## config.mk

```make
export PLATFORM = sky130hd
export DESIGN_NAME = mat_add_nway_flat
export DESIGN_NICKNAME = d
export VERILOG_FILES = /design/src/rtl/mat_add_nway_if.sv /design/src/rtl/mat_add_nway.sv /design/src/flat_wrapper.sv
export SDC_FILE = /design/constraint.sdc
export NUM_CORES = 1
export LEC_CHECK = 0
export CAP_MARGIN = 10
export CORE_ASPECT_RATIO = 1.5
export CORE_MARGIN = 1.5
export CORE_UTILIZATION = 67
export CTS_BUF_LIST = sky130_fd_sc_hd__clkbuf_8
export DETAILED_ROUTE_END_ITERATION = 12
export DONT_BUFFER_PORTS = 1
export GPL_TIMING_DRIVEN = 0
export PLACE_DENSITY = 0.93
export SYNTH_ARGS = -nofsm -noshare
export SYNTH_HDL_FRONTEND = slang
export SYNTH_SLANG_ARGS = --single-unit
```

## constraint.sdc

```tcl
create_clock -name clk -period 9.04 [get_ports clk]
set_input_delay 2.712 -clock clk [delete_from_list [all_inputs] [get_ports clk]]
set_output_delay 2.712 -clock clk [all_outputs]
set_load 0.02 [all_outputs]
```

## src/rtl/mat_add_nway_if.sv

```systemverilog
// Stream bundle for mat_add_nway: N_IN operand channels in, one saturated result out, plus status sideband.
interface mat_add_nway_if #(
  parameter int N_IN = 2,
  parameter int D_W  = 32
);
  logic [N_IN*D_W-1:0] in_tdata;
  logic [N_IN-1:0]     in_tvalid;
  logic [N_IN-1:0]     in_tlast;
  logic [N_IN-1:0]     in_tready;
  logic [D_W-1:0]      out_tdata;
  logic                out_tvalid;
  logic                out_tlast;
  logic                out_tready;
  logic                out_sat;
  logic                err_tlast;
  logic                err_clr;
  logic [15:0]         sat_cnt;

  modport master (
    output in_tdata, in_tvalid, in_tlast, out_tready, err_clr,
    input  in_tready, out_tdata, out_tvalid, out_tlast, out_sat, err_tlast, sat_cnt
  );

  modport slave (
    input  in_tdata, in_tvalid, in_tlast, out_tready, err_clr,
    output in_tready, out_tdata, out_tvalid, out_tlast, out_sat, err_tlast, sat_cnt
  );
endinterface

```

## src/rtl/mat_add_nway.sv

```systemverilog
// N-input saturating add/sub over AXI-stream; optional saturation counter via MAT_ADD_NWAY_SAT_CNT_EN.
// 2-cycle latency, 1 beat/cycle; per-channel skid regs join on one fire, ready path only from out_tready.
module mat_add_nway #(
  parameter int              N_IN     = 2,
  parameter int              D_W      = 32,
  parameter int              MAX_BITS = 22,
  parameter logic [N_IN-1:0] SUB_MASK = '0
) (
  input logic           clk,
  input logic           rst_n,
  mat_add_nway_if.slave bus
);
  localparam int SW = D_W + $clog2(N_IN) + 1;
  localparam logic signed [SW-1:0] SAT_MAX = SW'((64'sd1 <<< (MAX_BITS - 1)) - 64'sd1);
  localparam logic signed [SW-1:0] SAT_MIN = ~SAT_MAX;

  logic [N_IN-1:0]          v0_q, v0_d, l0_q, l0_d;
  logic [N_IN-1:0][D_W-1:0] d0_q, d0_d;
  logic [N_IN-1:0]          in_rdy;
  logic                     s0_valid, s1_ready, s0_fire, tl_mis;
  logic                     out_vld_q, out_vld_d, out_last_q, out_last_d;
  logic                     out_sat_q, out_sat_d, err_q, err_d;
  logic [D_W-1:0]           out_dat_q, out_dat_d;
  logic signed [SW-1:0]     sum, opnd;
  logic [D_W-1:0]           j_dat;
  logic                     j_sat;

  assign s0_valid = &v0_q;
  assign s1_ready = bus.out_tready | ~out_vld_q;
  assign s0_fire  = s0_valid & s1_ready;
  assign in_rdy   = {N_IN{s0_fire}} | ~v0_q;
  assign tl_mis   = (|l0_q) & ~(&l0_q);

  always_comb begin
    v0_d = v0_q;
    l0_d = l0_q;
    d0_d = d0_q;
    for (int i = 0; i < N_IN; i++) begin
      if (in_rdy[i]) begin
        v0_d[i] = bus.in_tvalid[i];
        l0_d[i] = bus.in_tlast[i];
        d0_d[i] = bus.in_tdata[i*D_W +: D_W];
      end
    end
  end

  // SW leaves headroom for N_IN full-scale terms, including negation of the most negative input.
  always_comb begin
    sum  = '0;
    opnd = '0;
    for (int i = 0; i < N_IN; i++) begin
      opnd = {{(SW-D_W){d0_q[i][D_W-1]}}, d0_q[i]};
      if (SUB_MASK[i]) sum = sum - opnd;
      else             sum = sum + opnd;
    end
    j_sat = 1'b0;
    j_dat = sum[D_W-1:0];
    if (sum > SAT_MAX) begin
      j_sat = 1'b1;
      j_dat = SAT_MAX[D_W-1:0];
    end else if (sum < SAT_MIN) begin
      j_sat = 1'b1;
      j_dat = SAT_MIN[D_W-1:0];
    end
  end

  always_comb begin
    out_vld_d  = out_vld_q;
    out_last_d = out_last_q;
    out_dat_d  = out_dat_q;
    out_sat_d  = out_sat_q;
    if (s1_ready) begin
      out_vld_d  = s0_valid;
      out_last_d = &l0_q;
      out_dat_d  = j_dat;
      out_sat_d  = j_sat;
    end
    err_d = err_q;
    if (s0_fire && tl_mis) err_d = 1'b1;
    else if (bus.err_clr)  err_d = 1'b0;
  end

  always_ff @(posedge clk or negedge rst_n) begin
    if (!rst_n) begin
      v0_q       <= '0;
      l0_q       <= '0;
      d0_q       <= '0;
      out_vld_q  <= 1'b0;
      out_last_q <= 1'b0;
      out_dat_q  <= '0;
      out_sat_q  <= 1'b0;
      err_q      <= 1'b0;
    end else begin
      v0_q       <= v0_d;
      l0_q       <= l0_d;
      d0_q       <= d0_d;
      out_vld_q  <= out_vld_d;
      out_last_q <= out_last_d;
      out_dat_q  <= out_dat_d;
      out_sat_q  <= out_sat_d;
      err_q      <= err_d;
    end
  end

`ifdef MAT_ADD_NWAY_SAT_CNT_EN
  logic [15:0] sat_cnt_q, sat_cnt_d;

  always_comb begin
    sat_cnt_d = sat_cnt_q;
    if (bus.err_clr)
      sat_cnt_d = '0;
    else if (out_vld_q && bus.out_tready && out_sat_q && !(&sat_cnt_q))
      sat_cnt_d = sat_cnt_q + 16'd1;
  end

  always_ff @(posedge clk or negedge rst_n) begin
    if (!rst_n) sat_cnt_q <= '0;
    else        sat_cnt_q <= sat_cnt_d;
  end

  assign bus.sat_cnt = sat_cnt_q;
`else
  assign bus.sat_cnt = '0;
`endif

  assign bus.in_tready  = in_rdy;
  assign bus.out_tvalid = out_vld_q;
  assign bus.out_tlast  = out_last_q;
  assign bus.out_tdata  = out_dat_q;
  assign bus.out_sat    = out_sat_q;
  assign bus.err_tlast  = err_q;
endmodule
```

## src/flat_wrapper.sv

```systemverilog
// flat-port wrapper written by rule: the top's interface ports become plain ports
module mat_add_nway_flat 
#(
  parameter int              N_IN     = 2,
  parameter int              D_W      = 32,
  parameter int              MAX_BITS = 22,
  parameter logic [N_IN-1:0] SUB_MASK = '0
)
  (clk, rst_n, bus_in_tdata, bus_in_tvalid, bus_in_tlast, bus_out_tready, bus_err_clr, bus_in_tready, bus_out_tdata, bus_out_tvalid, bus_out_tlast, bus_out_sat, bus_err_tlast, bus_sat_cnt);
  mat_add_nway_if #(.N_IN(N_IN), .D_W(D_W)) bus_i ();
  input logic clk;
  input logic rst_n;
  input wire logic [$bits(bus_i.in_tdata)-1:0] bus_in_tdata;
  input wire logic [$bits(bus_i.in_tvalid)-1:0] bus_in_tvalid;
  input wire logic [$bits(bus_i.in_tlast)-1:0] bus_in_tlast;
  input wire logic [$bits(bus_i.out_tready)-1:0] bus_out_tready;
  input wire logic [$bits(bus_i.err_clr)-1:0] bus_err_clr;
  output wire logic [$bits(bus_i.in_tready)-1:0] bus_in_tready;
  output wire logic [$bits(bus_i.out_tdata)-1:0] bus_out_tdata;
  output wire logic [$bits(bus_i.out_tvalid)-1:0] bus_out_tvalid;
  output wire logic [$bits(bus_i.out_tlast)-1:0] bus_out_tlast;
  output wire logic [$bits(bus_i.out_sat)-1:0] bus_out_sat;
  output wire logic [$bits(bus_i.err_tlast)-1:0] bus_err_tlast;
  output wire logic [$bits(bus_i.sat_cnt)-1:0] bus_sat_cnt;
  assign bus_i.in_tdata = bus_in_tdata;
  assign bus_i.in_tvalid = bus_in_tvalid;
  assign bus_i.in_tlast = bus_in_tlast;
  assign bus_i.out_tready = bus_out_tready;
  assign bus_i.err_clr = bus_err_clr;
  assign bus_in_tready = bus_i.in_tready;
  assign bus_out_tdata = bus_i.out_tdata;
  assign bus_out_tvalid = bus_i.out_tvalid;
  assign bus_out_tlast = bus_i.out_tlast;
  assign bus_out_sat = bus_i.out_sat;
  assign bus_err_tlast = bus_i.err_tlast;
  assign bus_sat_cnt = bus_i.sat_cnt;
  mat_add_nway #(.N_IN(N_IN), .D_W(D_W), .MAX_BITS(MAX_BITS), .SUB_MASK(SUB_MASK)) u_core (.clk(clk), .rst_n(rst_n), .bus(bus_i));
endmodule
```

Word level (Yosys, flattened, before mapping)

Index checks and enable logic that the tools add are counted.

Add/subtract/negate cells: 1
Magnitude comparators: 2
Multiplexer cells: 6
Bitwise operators: 7
Reduce and logical (&&, ||, !) cells: 5

Operators by type and width:

| operator               | number |
|---|---|
| $mux W32               | 2 |
| $gt A34 B22 Y1 const B | 1 |
| $lt A34 B22 Y1 const B | 1 |
| $add A32 B32 Y33       | 1 |
| $mux W1                | 4 |
| $reduce_and A2 Y1      | 2 |
| $and A1 B1 Y1          | 2 |
| $not A1 Y1             | 2 |
| $not A2 Y2             | 1 |
| $or A2 B2 Y2           | 1 |
| $reduce_bool A2 Y1     | 1 |
| $reduce_or A2 Y1       | 1 |
| $logic_and A1 B1 Y1    | 1 |
| $or A1 B1 Y1           | 1 |

Flip-flop bits (word level): 104
Input bits: 72
Logic and storage cells: 32

Depth between registers and ports, before layout

Gate-level depths: netlist (run 1).

Word-level depth: 5
Gate-level depth with buffers: 15

Least setup slack after synthesis (run 1)

Ideal clock, no wire load.

Path type: input-to-output
Start: input bus_out_tready
End: output bus_in_tready[0]
Arrival: 3.757 ns
Data required time: 6.328 ns
Path slack: 2.571 ns
Stages on the path: 5
Path buffers: 2
Path through: nand2b_1 clkbuf_1 nand2_1 nand2_1 clkbuf_1

Cells in the longest elaborated chain, start to end: 3

Ends and longest elaborated chain:

| item            | line               | RTL |
|---|---|---|
| start, declared | flat_wrapper.sv:16 | `input wire logic [$bits(bus_i.out_tready)-1:0] bus_out_tready;` |
| $or A1 B1 Y1    | mat_add_nway.sv:29 | `assign s1_ready = bus.out_tready \| ~out_vld_q;` |
| $and A1 B1 Y1   | mat_add_nway.sv:30 | `assign s0_fire = s0_valid & s1_ready;` |
| $or A2 B2 Y2    | mat_add_nway.sv:31 | `assign in_rdy = {N_IN{s0_fire}} \| ~v0_q;` |
| end, declared   | flat_wrapper.sv:18 | `output wire logic [$bits(bus_i.in_tready)-1:0] bus_in_tready;` |

No other way between the ends.

Worst setup path after layout (run 1)

Start: input bus_out_tready
End: output bus_in_tready[1]

Same word-level chain as after synthesis.

==> results.md, run 1 <==
* DR WL/cell at 20.8 um
* Async set-reset flop share out of synthesis at 100%
* Skew final at 0.0173 ns
* Clock sink count at 104
* Area after DPL at 6330 um^2
* Clk Latency, worst-skew pair at 0.37 ns
* Mapped Area at 6130 um^2
* Flop2flop setup slack at 4.67 ns
* Final TNS setup at 0 ns
* Register area share after synthesis at 42.4%
* Top cells by count, synth: dfrtp_1, mux2_2, a21oi_1
* Final Hold Viols at 0
* DR DRC count at 0
* CTS Root Cell: clkbuf_8
* Highest fanout seen on the critical path at 10
* Top_reg_cell synth: dfrtp_1
* Yosys reg bits at 104
* DR vias/cell at 6.55
* Fmax at 143 MHz
* Starting Density at 69.1%
* Max-slew violation count at 0
* Initial antenna violation count at 0
* RePlAce Congestion at 0.936
* H-tree depth at 3
* Vias at 4,838
* Die width at 81.1 um
* Relative slew margins at 42.8%
* Pin count of the biggest net entering global routing at 105
* Post-Synthesis Cells at 598
* Crit Path Category: input port to primary output
* GRT Overall Usage at 33.5%
* Worst Max-Slew Pin Slew at 0.858 ns
* Vias in the first global route at 5,085
* Crit path arrival time at 4.28 ns
* Area growth, synth to finish at 6.67%
* Initial detailed-routing violation count at 400
* Antenna Violating Nets Remaining at 0
* CTS tree: done
* Top cell type by total area after synthesis: dfrtp_1
* Worst hold path type: flop to flop
* Post-CTS Setup Inserts at 0
* Synth top area cells: dfrtp_1, mux2_2, ha_1
* Number of buffers created by CTS at 9
* CP Launch Type: input port
* Worst hold path depth at 1
* Synth cell types at 62
* Drt pass-1 iters at 5
* Die height at 120 um
* Hold Buf Count CTS at 0
* Period utilization at 77.3%
* Final HPWL DP at 11.8 mm
* Worst vdd ir at 0.000155 V
* Die Area at 9750 um^2
* Worst path required time at 6.33 ns
* # nets final at 730
* P per Cell Area at 302 nW/um^2
* Leak at 2.85 nW
* Setup crit end kind: primary output
* First-pass GRT wire length at 24.5 mm
* Post-synth EDFFs at 0
* Port Buffer Count at 0
* Max clock buf depth at 2
* Final instance area at 6540 um^2
* Core area at 8880 um^2
* Core Rows at 42
* Cts repair resizes at 0
* Min Tclk post-route at 6.99 ns
* Grt total ovfl at 0
* RSZ-0062 raised after global routing: no
* Avg Inst Size Synth at 10.3 um^2
* Drt total wl at 15.4 mm
* Antenna diode count at 0
* Clock-pin slew on the worst setup and hold paths at 0.08 ns
* Maxcap violations at 0
* Status: finished, final reports clean
* Post-synth top area share at 42.4%
* Worst Hold Slack at 0.514 ns
* Worst R2R Path Depth at 15
* Count leader, synth: dfrtp_1
* Setup Viol. Count Final at 0
* Synth Warn # at 0
* # IOs at 126
* Fraction of layout cells with a size suffix above 1 at 18.8%
[worst max-delay path, cell delays in order]
cell	delay, ns
nand2b_1	0.07
clkbuf_1	0.35
nand2_1	0.09
nand2_1	0.34
clkbuf_1	0.69
[registers in the layout (all words and copies together) (netlist names)]
| signal | cells |
|---|---|
| u_core.bus.out_tvalid | 1 |
| u_core.d0_q | 64 |
| u_core.v0_q | 2 |
| u_core.bus.out_tdata | 32 |
| u_core.l0_q | 2 |
| u_core.bus.out_sat | 1 |
| u_core.bus.out_tlast | 1 |
| u_core.bus.err_tlast | 1 |
[worst paths after layout]
| check | to | start |
|---|---|---|
| max in group asynchronous | u_core.d0_q[7] | rst_n |
| min in group asynchronous | u_core.bus.out_tdata[16] | rst_n |
| worst max-delay path | bus_in_tready[1] | bus_out_tready |
| worst min-delay path | u_core.d0_q[56] | u_core.d0_q[56] |
| worst max register to register | u_core.bus.out_tdata[11] | u_core.d0_q[0] |
| worst min register to register | u_core.d0_q[56] | u_core.d0_q[56] |
[report_power, final]
| group | total (mW) | leakage, nW | internal (mW) | switching [mW] |
|---|---|---|---|---|
| Clock | 0.310 | 0.110 | 0.151 | 0.159 |
| Sequential | 0.775 | 1.21 | 0.592 | 0.184 |
| Combinational | 0.891 | 1.53 | 0.350 | 0.541 |
| Total | 1.98 | 2.85 | 1.09 | 0.883 |
[logic make-up after synthesis]
group | share of synthesized area [%]
mux | 12.1
compound gates | 17.2
fa+ha+maj | 7.06
other cells | 0.0611
flops | 42.4
simple gates | 12.6
buf+inv | 4.71
xor+xnor | 3.85
[cell type report]
type                            instances  area, um^2
Multi-Input combinational cell        455        3300
Buffer                                 45         255
Inverter                                9        33.8
Sequential cell                       104        2600
Clock inverter                          4        50.0
Fill cell                             640        2340
Tap cell                              110         138
Clock buffer                           12         165
[metal layers]
| metal | vias up | part of all wire [%] | track usage [%] |
|---|---|---|---|
| met1 | 2371 | 35 | 35.2 |
| met5 | - | 0 | 0 |
| met4 | 0 | 6.6 | 23.0 |
| met3 | 64 | 4.5 | 5.43 |
| li1 | 2190 | - | - |
| met2 | 213 | 54 | 59.1 |
[metrics by stage]
step	setup slack (ns)	utilization, %	power (mW)	cells
2_1_floorplan	2.57	-	1.42	613
3_3_place_gp	2.06	71.3	1.62	723
3_5_place_dp	2.03	71.3	1.65	723
4_1_cts	2.01	73.7	1.96	739
5_1_grt	1.93	73.7	2.08	739
6_report	2.05	73.7	1.98	739
[cells in the final DEF (no fill, tap or decap), types with 6 or more instances in the layout]
cell type / n
conb_1: 16
clkbuf_1: 25
clkbuf_8: 12
a21o_1: 6
inv_1: 10
nand2_1: 41
ha_1: 33
xnor2_1: 15
o21a_1: 6
nand3_1: 15
a211o_1: 21
nor3_2: 9
buf_4: 16
nor2_1: 43
a21oi_1: 51
nand2b_1: 7
nor3_1: 17
mux2_2: 64
dfrtp_1: 104
xor2_1: 12
o21ai_0: 30
(Power assumes the default switching activity.)
==> inputs of run 2 (changes only) <==
- CORE_UTILIZATION: 67 -> 60
- PLACE_DENSITY: 0.93 -> 0.89
- clock period: 9.04 -> 6.26 ns (I/O delays scaled with it)
==> run 2 against run 1 <==
Against the previous run: the flow now finishes with violations (design-rule violations); non-clock buffer count unchanged; core utilization decreased by 8.4 points; global-route usage shrank 4.9 points; sequential power up 46%; register-to-register slack worse by 2.9 ns; worst hold slack gained 0.012 ns; via count increased by 0.95%; clock skew grew 0.0068 ns; sequential share of layout area about the same; critical endpoint unchanged; largest power group unchanged.
==> results.md, run 2 (synthesized netlist as in run 1, its figures left out) <==
* Status: finished, violations left
* Violations in the final reports: design-rule violations
* Most common cell after layout, fill and taps aside: dfrtp_1
* Die width at 85.6 um (+5.5%)
* P per Cell Area at 431 nW/um^2 (+43%)
* Min Tclk post-route at 5.37 ns
* Final Hold Viols at 0 (unchanged)
* Most frequent cells in the layout: dfrtp_1, mux2_2, a21oi_1
* Die height at 127 um (+5.5%)
* Worst vdd ir at 0.000279 V (+80%)
* DR DRC count at 9 (+9)
* Final TNS setup at 0 ns (unchanged)
* Antenna diode count at 0 (unchanged)
* CTS tree: done
* Clk Latency, worst-skew pair at 0.40 ns (+0.03 ns)
* Cts repair resizes at 0 (unchanged)
* Max-slew violation count at 0 (unchanged)
* CTS Root Cell: clkbuf_8
* RePlAce Congestion at 0.902 (-3.6%)
* Clock-pin slew on the worst setup and hold paths at 0.09 ns (about the same)
* Number of buffers created by CTS at 9 (unchanged)
* # nets final at 730 (unchanged)
* Post-Place Setup Slack at 0.880 ns (-1.15 ns)
* Area after DPL at 6340 um^2 (+0.14%)
* CP Launch Type: input port
* Grt total ovfl at 0 (unchanged)
* DR vias/cell at 6.55 (about the same)
* Leak at 2.85 nW (-0.25%)
* Vias in the first global route at 4,948 (-2.7%)
* Max clock buf depth at 2 (unchanged)
* Hold Buf Count CTS at 0 (unchanged)
* Port Buffer Count at 0 (unchanged)
* Setup crit end kind: primary output
* Worst hold path type: flop to flop
* Skew final at 0.0241 ns (+0.00682 ns)
* Maxcap violations at 0 (unchanged)
* Core area at 10,000 um^2 (+13%)
* GRT Overall Usage at 28.6% (-4.9 points)
* Initial antenna violation count at 0 (unchanged)
* Starting Density at 61.2% (-7.9 points)
* Register area at 2600 um^2 (unchanged)
* Core Rows at 45 (+7.1%)
* Worst path required time at 4.38 ns (-1.95 ns)
* # IOs at 126 (unchanged)
* Die Area at 10,900 um^2 (+11%)
* DR WL/cell at 20.3 um (-2.4%)
* Relative slew margins at 38.3% (-4.5 points)
* Drt pass-1 iters at 10 (+5)
* Setup Viol. Count Final at 0 (unchanged)
* Post-CTS Setup Inserts at 0 (unchanged)
* First-pass GRT wire length at 24.3 mm (-1.1%)
* Crit path setup slack, layout at 0.891 ns (-1.16 ns)
* Max FFs per register at 64 (unchanged)
* Flop2flop setup slack at 1.75 ns (-2.92 ns)
* Pin count of the biggest net entering global routing at 105 (unchanged)
* Antenna Violating Nets Remaining at 0 (unchanged)
* Initial detailed-routing violation count at 394 (-1.5%)
* Vias at 4,884 (+0.95%)
* Highest fanout seen on the critical path at 10 (unchanged)
* Worst hold path depth at 1 (unchanged)
* RSZ-0062 raised after global routing: no
* Final instance area at 6540 um^2 (about the same)
* Filler instances at 799 (+25%)
* H-tree depth at 3 (unchanged)
* Multi-input logic area at 3300 um^2 (unchanged)
* Fmax at 186 MHz
* Area growth, synth to finish at 6.65% (about the same)
* Drt total wl at 15.1 mm (-1.4%)
* Period utilization at 85.8%
* Worst Max-Slew Pin Slew at 0.925 ns (+0.0673 ns)
* Crit path arrival time at 3.49 ns (-0.79 ns)
* Worst R2R Path Depth at 13 (-2)
* Crit Path Category: input port to primary output
* Fraction of layout cells with a size suffix above 1 at 18.9% (+0.16 points)
* Clock sink count at 104 (unchanged)
* Top reg by flops: u_core.d0_q
* Final HPWL DP at 11.5 mm (-3.0%)
## run 2: changes by cell type in the layout (fill, tap and decap cells not counted)
cell | previous run | this run
bufinv_16 | 1 | 0
clkinv_8 | 0 | 2
inv_8 | 0 | 2
inv_1 | 10 | 9
clkinvlp_4 | 1 | 0
clkbuf_8 | 12 | 9
clkinv_4 | 0 | 2
## run 2: power breakdown
group	leakage [nW]	switching (mW)	total, mW	internal, mW
logic	1.53	0.749	1.25	0.504
registers	1.21	0.279	1.13	0.854
clock network	0.103	0.274	0.434	0.160
total	2.85	1.30	2.82	1.52
## run 2: worst max-delay path, stage by stage
cell,delay [ns]
nand2b_1,0.08
clkbuf_1,0.28
nand2_1,0.11
nand2_1,0.38
clkbuf_1,0.75
## run 2: worst paths after layout
path	end	from
setup / recovery	bus_in_tready[1]	bus_out_tready
hold / removal	u_core.d0_q[28]	u_core.d0_q[28]
setup reg to reg	u_core.bus.out_tdata[18]	u_core.d0_q[22]
hold reg to reg	u_core.d0_q[28]	u_core.d0_q[28]
max in group asynchronous	u_core.d0_q[19]	rst_n
min in group asynchronous	u_core.d0_q[43]	rst_n
## run 2: layout make-up
cell class                      instances  share of cell area [%]
Inverter                                9                   0.516
Clock inverter                          7                    1.24
Tap cell                              117                    2.24
Multi-Input combinational cell        455                    50.4
Sequential cell                       104                    39.8
Clock buffer                            9                    1.89
Buffer                                 45                    3.90
## run 2: per-layer routing
metal  vias to the layer above  part of all wire (%)  global-route usage (%)
li1                       2196                     -                       -
met1                      2381                    37                    33.3
met2                       252                    51                    49.1
met3                        55                   7.3                    5.99
met4                         0                   4.6                    14.9
met5                         -                     0                       0
## run 2: metrics by stage
stage / total power [mW] / util [%] / cells / hold slack (ns)
after floorplan: 2.05 / - / 613 / 0.485
after global routing: 2.98 / 65.3 / 746 / 0.544
after detailed placement: 2.36 / 63.2 / 730 / 0.501
after CTS: 2.80 / 65.3 / 746 / 0.529
after global placement: 2.31 / 63.2 / 730 / 0.497
final: 2.82 / 65.3 / 746 / 0.526
==> inputs of run 3 (changes only) <==
- TNS_END_PERCENT: unset -> 30
==> results of run 3 <==
Same layout as run 2: the final DEF is identical, and so are final timing and power.
